**config.mk**
```make
export PLATFORM = sky130hd
export DESIGN_NAME = gen_tone_divider_bank
export DESIGN_NICKNAME = d
export VERILOG_FILES = /design/src/rtl/gen_div_pkg.sv /design/src/rtl/gen_div_channel.sv /design/src/rtl/gen_tone_divider_bank.sv
export SDC_FILE = /design/constraint.sdc
export NUM_CORES = 1
export LEC_CHECK = 0
export ABC_AREA = 1
export BUFFER_PORTS_ARGS = -buffer_cell sky130_fd_sc_hd__buf_4
export CAP_MARGIN = 20
export CORE_UTILIZATION = 57
export CTS_BUF_LIST = sky130_fd_sc_hd__clkbuf_8
export DETAILED_ROUTE_END_ITERATION = 16
export PLACE_DENSITY_LB_ADDON = 0.12
export SETUP_SLACK_MARGIN = 0.15
export SYNTH_ARGS = -nofsm -noshare
export SYNTH_HDL_FRONTEND = slang
export SYNTH_SLANG_ARGS = --single-unit
```
**constraint.sdc**
```tcl
create_clock -name inclk -period 3.73 [get_ports inclk]
set_input_delay 0.5595 -clock inclk [delete_from_list [all_inputs] [get_ports inclk]]
set_output_delay 0.5595 -clock inclk [all_outputs]
set_load 0.01 [all_outputs]
```
**src/rtl/gen_div_pkg.sv**
```systemverilog
// Shared definitions for the tone divider bank: default counter width,
// output mode encodings, channel state encoding and a width helper.
package gen_div_pkg;

    localparam int GEN_CNT_W = 32;

    localparam logic MODE_SQUARE = 1'b0;
    localparam logic MODE_PULSE  = 1'b1;

    typedef enum logic {
        CH_IDLE = 1'b0,
        CH_RUN  = 1'b1
    } ch_state_t;

    // Ceiling log2, used to size the channel select.
    function automatic int clog2(input int n);
        int r;
        r = 0;
        while ((1 << r) < n) begin
            r = r + 1;
        end
        return r;
    endfunction

endpackage

```
**src/rtl/gen_div_channel.sv**
```systemverilog
// One programmable divider channel. The half-period and the mode are
// shadowed and only reloaded at a toggle boundary (or while idle), so a
// new divisor never produces a shortened half-period. Stopping during the
// high half waits for the falling toggle so the high time is never cut.
module gen_div_channel
    import gen_div_pkg::*;
#(
    parameter int CNT_W = GEN_CNT_W
)
(
    input  logic             inclk,
    input  logic             Reset,
    input  logic [CNT_W-1:0] div,
    input  logic             en,
    input  logic             mode,
    output logic             outclk,
    output logic             tick
);

    ch_state_t        state;
    logic [CNT_W-1:0] count;
    logic [CNT_W-1:0] p_act;
    logic             m_act;
    logic             phase;
    logic [CNT_W-1:0] h_last;
    logic             terminal;

    // Last count value of a half-period; a divisor of 0 acts as 1.
    assign h_last   = (p_act == '0) ? '0 : p_act - 1'b1;
    assign terminal = (count >= h_last);

    // Channel state machine: idle shadow loading, counting, toggling, stop.
    always_ff @(posedge inclk or negedge Reset) begin
        if (!Reset) begin
            state  <= CH_IDLE;
            count  <= '0;
            phase  <= 1'b0;
            p_act  <= '0;
            m_act  <= MODE_SQUARE;
            outclk <= 1'b0;
            tick   <= 1'b0;
        end else begin
            tick <= 1'b0;
            case (state)
                CH_IDLE: begin
                    count  <= '0;
                    phase  <= 1'b0;
                    outclk <= 1'b0;
                    p_act  <= div;
                    m_act  <= mode;
                    if (en) begin
                        state <= CH_RUN;
                    end
                end
                CH_RUN: begin
                    if (!en && !phase) begin
                        // Low half: stopping cannot truncate a high pulse.
                        state  <= CH_IDLE;
                        count  <= '0;
                        outclk <= 1'b0;
                    end else if (terminal) begin
                        count <= '0;
                        phase <= ~phase;
                        p_act <= div;
                        m_act <= mode;
                        if (!phase) begin
                            // Rising toggle: high in both modes for this cycle.
                            tick   <= 1'b1;
                            outclk <= 1'b1;
                        end else begin
                            outclk <= 1'b0;
                            if (!en) begin
                                state <= CH_IDLE;
                            end
                        end
                    end else begin
                        count  <= count + 1'b1;
                        outclk <= (m_act == MODE_PULSE) ? 1'b0 : phase;
                    end
                end
                default: begin
                    state  <= CH_IDLE;
                    count  <= '0;
                    phase  <= 1'b0;
                    outclk <= 1'b0;
                end
            endcase
        end
    end

endmodule

```
**src/rtl/gen_tone_divider_bank.sv**
```systemverilog
// Bank of independent tone dividers plus a glitch-free selector that
// routes one channel onto a single registered audio clock. The selector
// only switches while both the current output and the new source are low.
module gen_tone_divider_bank
    import gen_div_pkg::*;
#(
    parameter  int N_CH  = 8,
    parameter  int CNT_W = GEN_CNT_W,
    localparam int SEL_W = clog2(N_CH)
)
(
    input  logic                  inclk,
    input  logic                  Reset,
    input  logic [N_CH*CNT_W-1:0] div_clk_count,
    input  logic [N_CH-1:0]       ch_en,
    input  logic [N_CH-1:0]       mode,
    input  logic [SEL_W-1:0]      sel,
    output logic [N_CH-1:0]       outclk,
    output logic [N_CH-1:0]       tick,
    output logic                  sel_out
);

    logic [SEL_W-1:0] sel_act;
    logic             sel_switch;

    for (genvar i = 0; i < N_CH; i++) begin : g_ch
        gen_div_channel #(
            .CNT_W (CNT_W)
        ) u_ch (
            .inclk  (inclk),
            .Reset  (Reset),
            .div    (div_clk_count[i*CNT_W +: CNT_W]),
            .en     (ch_en[i]),
            .mode   (mode[i]),
            .outclk (outclk[i]),
            .tick   (tick[i])
        );
    end

    // A pending select change is taken only at a point where it cannot
    // create a short high pulse; out-of-range selects are ignored.
    assign sel_switch = (int'(sel) < N_CH) && (sel != sel_act) &&
                        !sel_out && !outclk[sel];

    // Selector: registered copy of the active channel, switch when safe.
    always_ff @(posedge inclk or negedge Reset) begin
        if (!Reset) begin
            sel_act <= '0;
            sel_out <= 1'b0;
        end else begin
            sel_out <= outclk[sel_act];
            if (sel_switch) begin
                sel_act <= sel;
            end
        end
    end

endmodule
```
==> flow_metrics.py <==
metrics = {
    "drt": {
        "vias_per_cell": 5.30,
        "ant_nets": 0,
        "vias": 37900,
        "detail_route.first_pass.iterations": 6,
        "drc": 0,
        "first_iter_violations": 2622,
        "totalWireLength_mm": 106,
        "drt-wirelength-per-cell_um": 14.8,
    },
    "worst_setup_path": {
        "path_buf_inv": 3,
        "cp.required_ns": 4.34,
        "crit_cells": 20,
        "slowest_delay_ns": 0.43,
        "path_class": "register to register",
        "arrival_ns": 3.96,
        "cp-startpoint": "g_ch[6].u_ch.p_act[7]",
        "start_kind": "register",
        "r2r_start": "g_ch[6].u_ch.p_act[7]",
        "r2r_setup_slack_ns": 0.38,
        "cp_common_cell": "nand2_1",
        "ff2ff_path_depth": 20,
        "cp-end-kind": "register",
        "rr_endpoint": "g_ch[6].u_ch.count[5]",
        "crit_family": "simple AND/OR/NAND/NOR gates",
        "crit_chain": "nor2_1 > nand2_1 > nor4_2 > nand4_2 > buf_4 > o211ai_1 > ha_1 > nand2_1 > inv_1 > nand2_1 > nand2_1 > nand2_1 > nand2_1 > nor2_1 > nand2_1 > nand2_1 > nand2_2 > nor2_4 > inv_2 > nor2_1",
        "crit_fanout": 20,
        "slowest_stage": "dfrtp_1",
    },
    "synthesis": {
        "synthDominantCellAreaShare": 0.342,
        "synth_common_cells": "1616 x nand2_1, 875 x nor2_1, 568 x nand3_1",
        "synth_cell_types": 56,
        "synth_flop_cell": "dfrtp_1",
        "async_flop_share": 1.00,
        "synth_area_leaders": "dfrtp_1 34%, nand2_1 15%, ha_1 8.6%",
        "syn-cell-area_um2": 40700,
        "yosysSeqAreaShare": 0.342,
        "yosysWarningCount": 0,
        "synthesis.nets": 6329,
        "post-synth-top-area-cell": "dfrtp_1",
        "synth_edf_count": 0,
        "ys_ff_latch": 556,
        "syn_inst": 5772,
        "synth_most_common_cell": "nand2_1",
        "postSynthAreaPerCell_um2": 7.05,
    },
    "sta": {
        "hold_viol": 0,
        "slew_viol_final": 0,
        "max_freq_mhz": 298,
        "holdWs_ns": 0.0637,
        "tightest_slew_ns": 0.647,
        "setup_violations": 0,
        "fin_skew_ns": 0.0338,
        "min_period_ns": 3.35,
        "relSlewSlack": 0.567,
        "rsz0062_at_grt": "yes",
        "setup_tns_ns": 0,
        "fin_crit_sh": 0.898,
    },
    "clock_network": {
        "clk_pin_slew_worst_paths_ns": 0.06,
        "clock_latency_ns": 0.72,
        "ctsLongestPathBuffers": 3,
        "clockRootBuffer": "clkbuf_8",
        "cts.sinks": 556,
        "ctsHtreeMaxLevel": 3,
        "cts_tree": "yes",
        "numCtsBuffers": 99,
    },
    "layout": {
        "drive_above_1_share": 0.144,
        "nNetsFinal": 6680,
        "area_growth_pct": 14.4,
    },
    "die": {
        "die_height_um": 269,
        "die-area_um2": 72500,
        "ioPinCount": 294,
        "rows": 97,
        "core_um2": 70400,
        "die_width_um": 269,
        "initial_core_util": 0.578,
    },
    "pwr": {
        "power_density_nw_per_um2": 346,
        "p_leak_nw": 23.5,
        "ir_drop_mv": 0.351,
    },
    "grt": {
        "grt_max_degree": 83,
        "grt_pass1_wl_mm": 175,
        "grt.total_usage": 0.289,
        "grt-ovfl-total": 0,
        "antenna_found_initial": 22,
        "grt_pass1_vias": 35600,
    },
    "placed_design": {
        "io_buffer_count": 293,
        "dp_hpwl_mm": 81.1,
        "gp_congestion": 0.955,
    },
    "hold_path": {
        "holdPathEnd": "g_ch[7].u_ch.state",
        "min_from": "ch_en[7]",
        "hold_depth": 3,
        "holdCritPathClass": "input pin to register",
    },
    "run": {
        "drv_cap": 0,
    },
    "status": {
        "status": "completed",
    },
}
-- worst register-to-register path, cell delays in order (launching register included) --
cell and delay (ns):
dfrtp_1 0.43, nor2_1 0.20, nand2_1 0.17, nor4_2 0.29, nand4_2 0.22, buf_4 0.23
o211ai_1 0.12, ha_1 0.28, nand2_1 0.09, inv_1 0.04, nand2_1 0.05, nand2_1 0.05
nand2_1 0.06, nand2_1 0.05, nor2_1 0.10, nand2_1 0.09, nand2_1 0.12, nand2_2 0.12
nor2_4 0.20, inv_2 0.20, nor2_1 0.16
-- power by group --
group	internal, W	switching (W)	leakage (nW)
registers	0.00642	0.000553	7.28
clock network	0.00340	0.00266	1.20
logic	0.00123	0.00185	15.0
-- sequential cells by signal, summed over array words and instances, names as in the netlist --
name	count
g_ch.u_ch.count	256
g_ch.u_ch.p_act	256
g_ch.u_ch.m_act	8
g_ch.u_ch.outclk	8
g_ch.u_ch.phase	8
g_ch.u_ch.state	8
g_ch.u_ch.tick	8
sel_act	3
sel_out	1
-- layer usage --
layer,global-route usage,vias up,part of all wire
li1,-,19300,-
met1,0.389,17500,0.45
met2,0.474,875,0.47
met3,0.0509,209,0.051
met4,0.0875,28,0.028
met5,0,-,0.0016
-- through the flow --
stage / instances / setup WS [ns] / util / power, W / instance area [µm²]
final: 7149 / 0.379 / 0.662 / 0.0161 / 46600
after global routing: 7149 / 0.0962 / 0.662 / 0.0170 / 46600
after CTS: 7130 / 0.179 / 0.656 / 0.0162 / 46200
after detailed placement: 6944 / 0.159 / 0.625 / 0.0101 / 44000
after global placement: 6944 / 0.177 / 0.625 / 0.0100 / 44000
after floorplan: 5772 / 0.881 / - / 0.00901 / 40700
-- kinds of logic (layout without fill, tap and decap cells) --
kind of cell	Yosys count	in the layout	share of synthesized area
AO/OA/AOI/OAI	352	352	0.0505
XOR/XNOR	194	194	0.0417
adder cells (fa/ha/maj)	280	280	0.0861
buffers and inverters	723	1152	0.0733
flip-flops	556	556	0.342
other	0	8	0
AND/OR/NAND/NOR	3667	3667	0.407
-- cells in the final DEF (no fill, tap or decap), drive strengths merged, types with 33 or more instances in the layout --
| cell | instances |
|---|---|
| or2 | 85 |
| ha | 280 |
| clkbuf | 125 |
| xor2 | 117 |
| dfrtp | 556 |
| nand4 | 115 |
| nand3 | 601 |
| a21oi | 140 |
| nand3b | 33 |
| nor2 | 983 |
| nor3 | 152 |
| buf | 370 |
| inv | 624 |
| nand2 | 1659 |
| o21ai | 104 |
| xnor2 | 77 |
-- cell type report --
| cell class | instances | area (µm²) |
|---|---|---|
| clock inverter | 55 | 405 |
| sequential | 556 | 13900 |
| tap | 940 | 1180 |
| fill | 6468 | 23800 |
| multi-input combinational | 4493 | 24000 |
| inverter | 597 | 2250 |
| clock buffer | 124 | 1710 |
| antenna | 8 | 20.0 |
| timing repair inverter | 1 | 7.51 |
| timing repair buffer | 375 | 3090 |
-- worst max-delay path by stage --
stage,end
5_1_grt,g_ch[6].u_ch.count[9]
4_1_cts,g_ch[7].u_ch.count[10]
3_3_place_gp,g_ch[7].u_ch.count[16]
2_1_floorplan,g_ch[7].u_ch.count[15]
6_report,g_ch[6].u_ch.count[5]
3_5_place_dp,g_ch[7].u_ch.count[20]
-- what timing repair did --
action,in CTS,in global routing
hold buffers,4,0
resized for setup,2,59
pin swaps,1,7
endpoints found under the hold margin,60,0
setup endpoints to repair,34,424
buffers inserted,2,8
cloned,1,1
No activity file was read; power rests on OpenSTA's default activity.
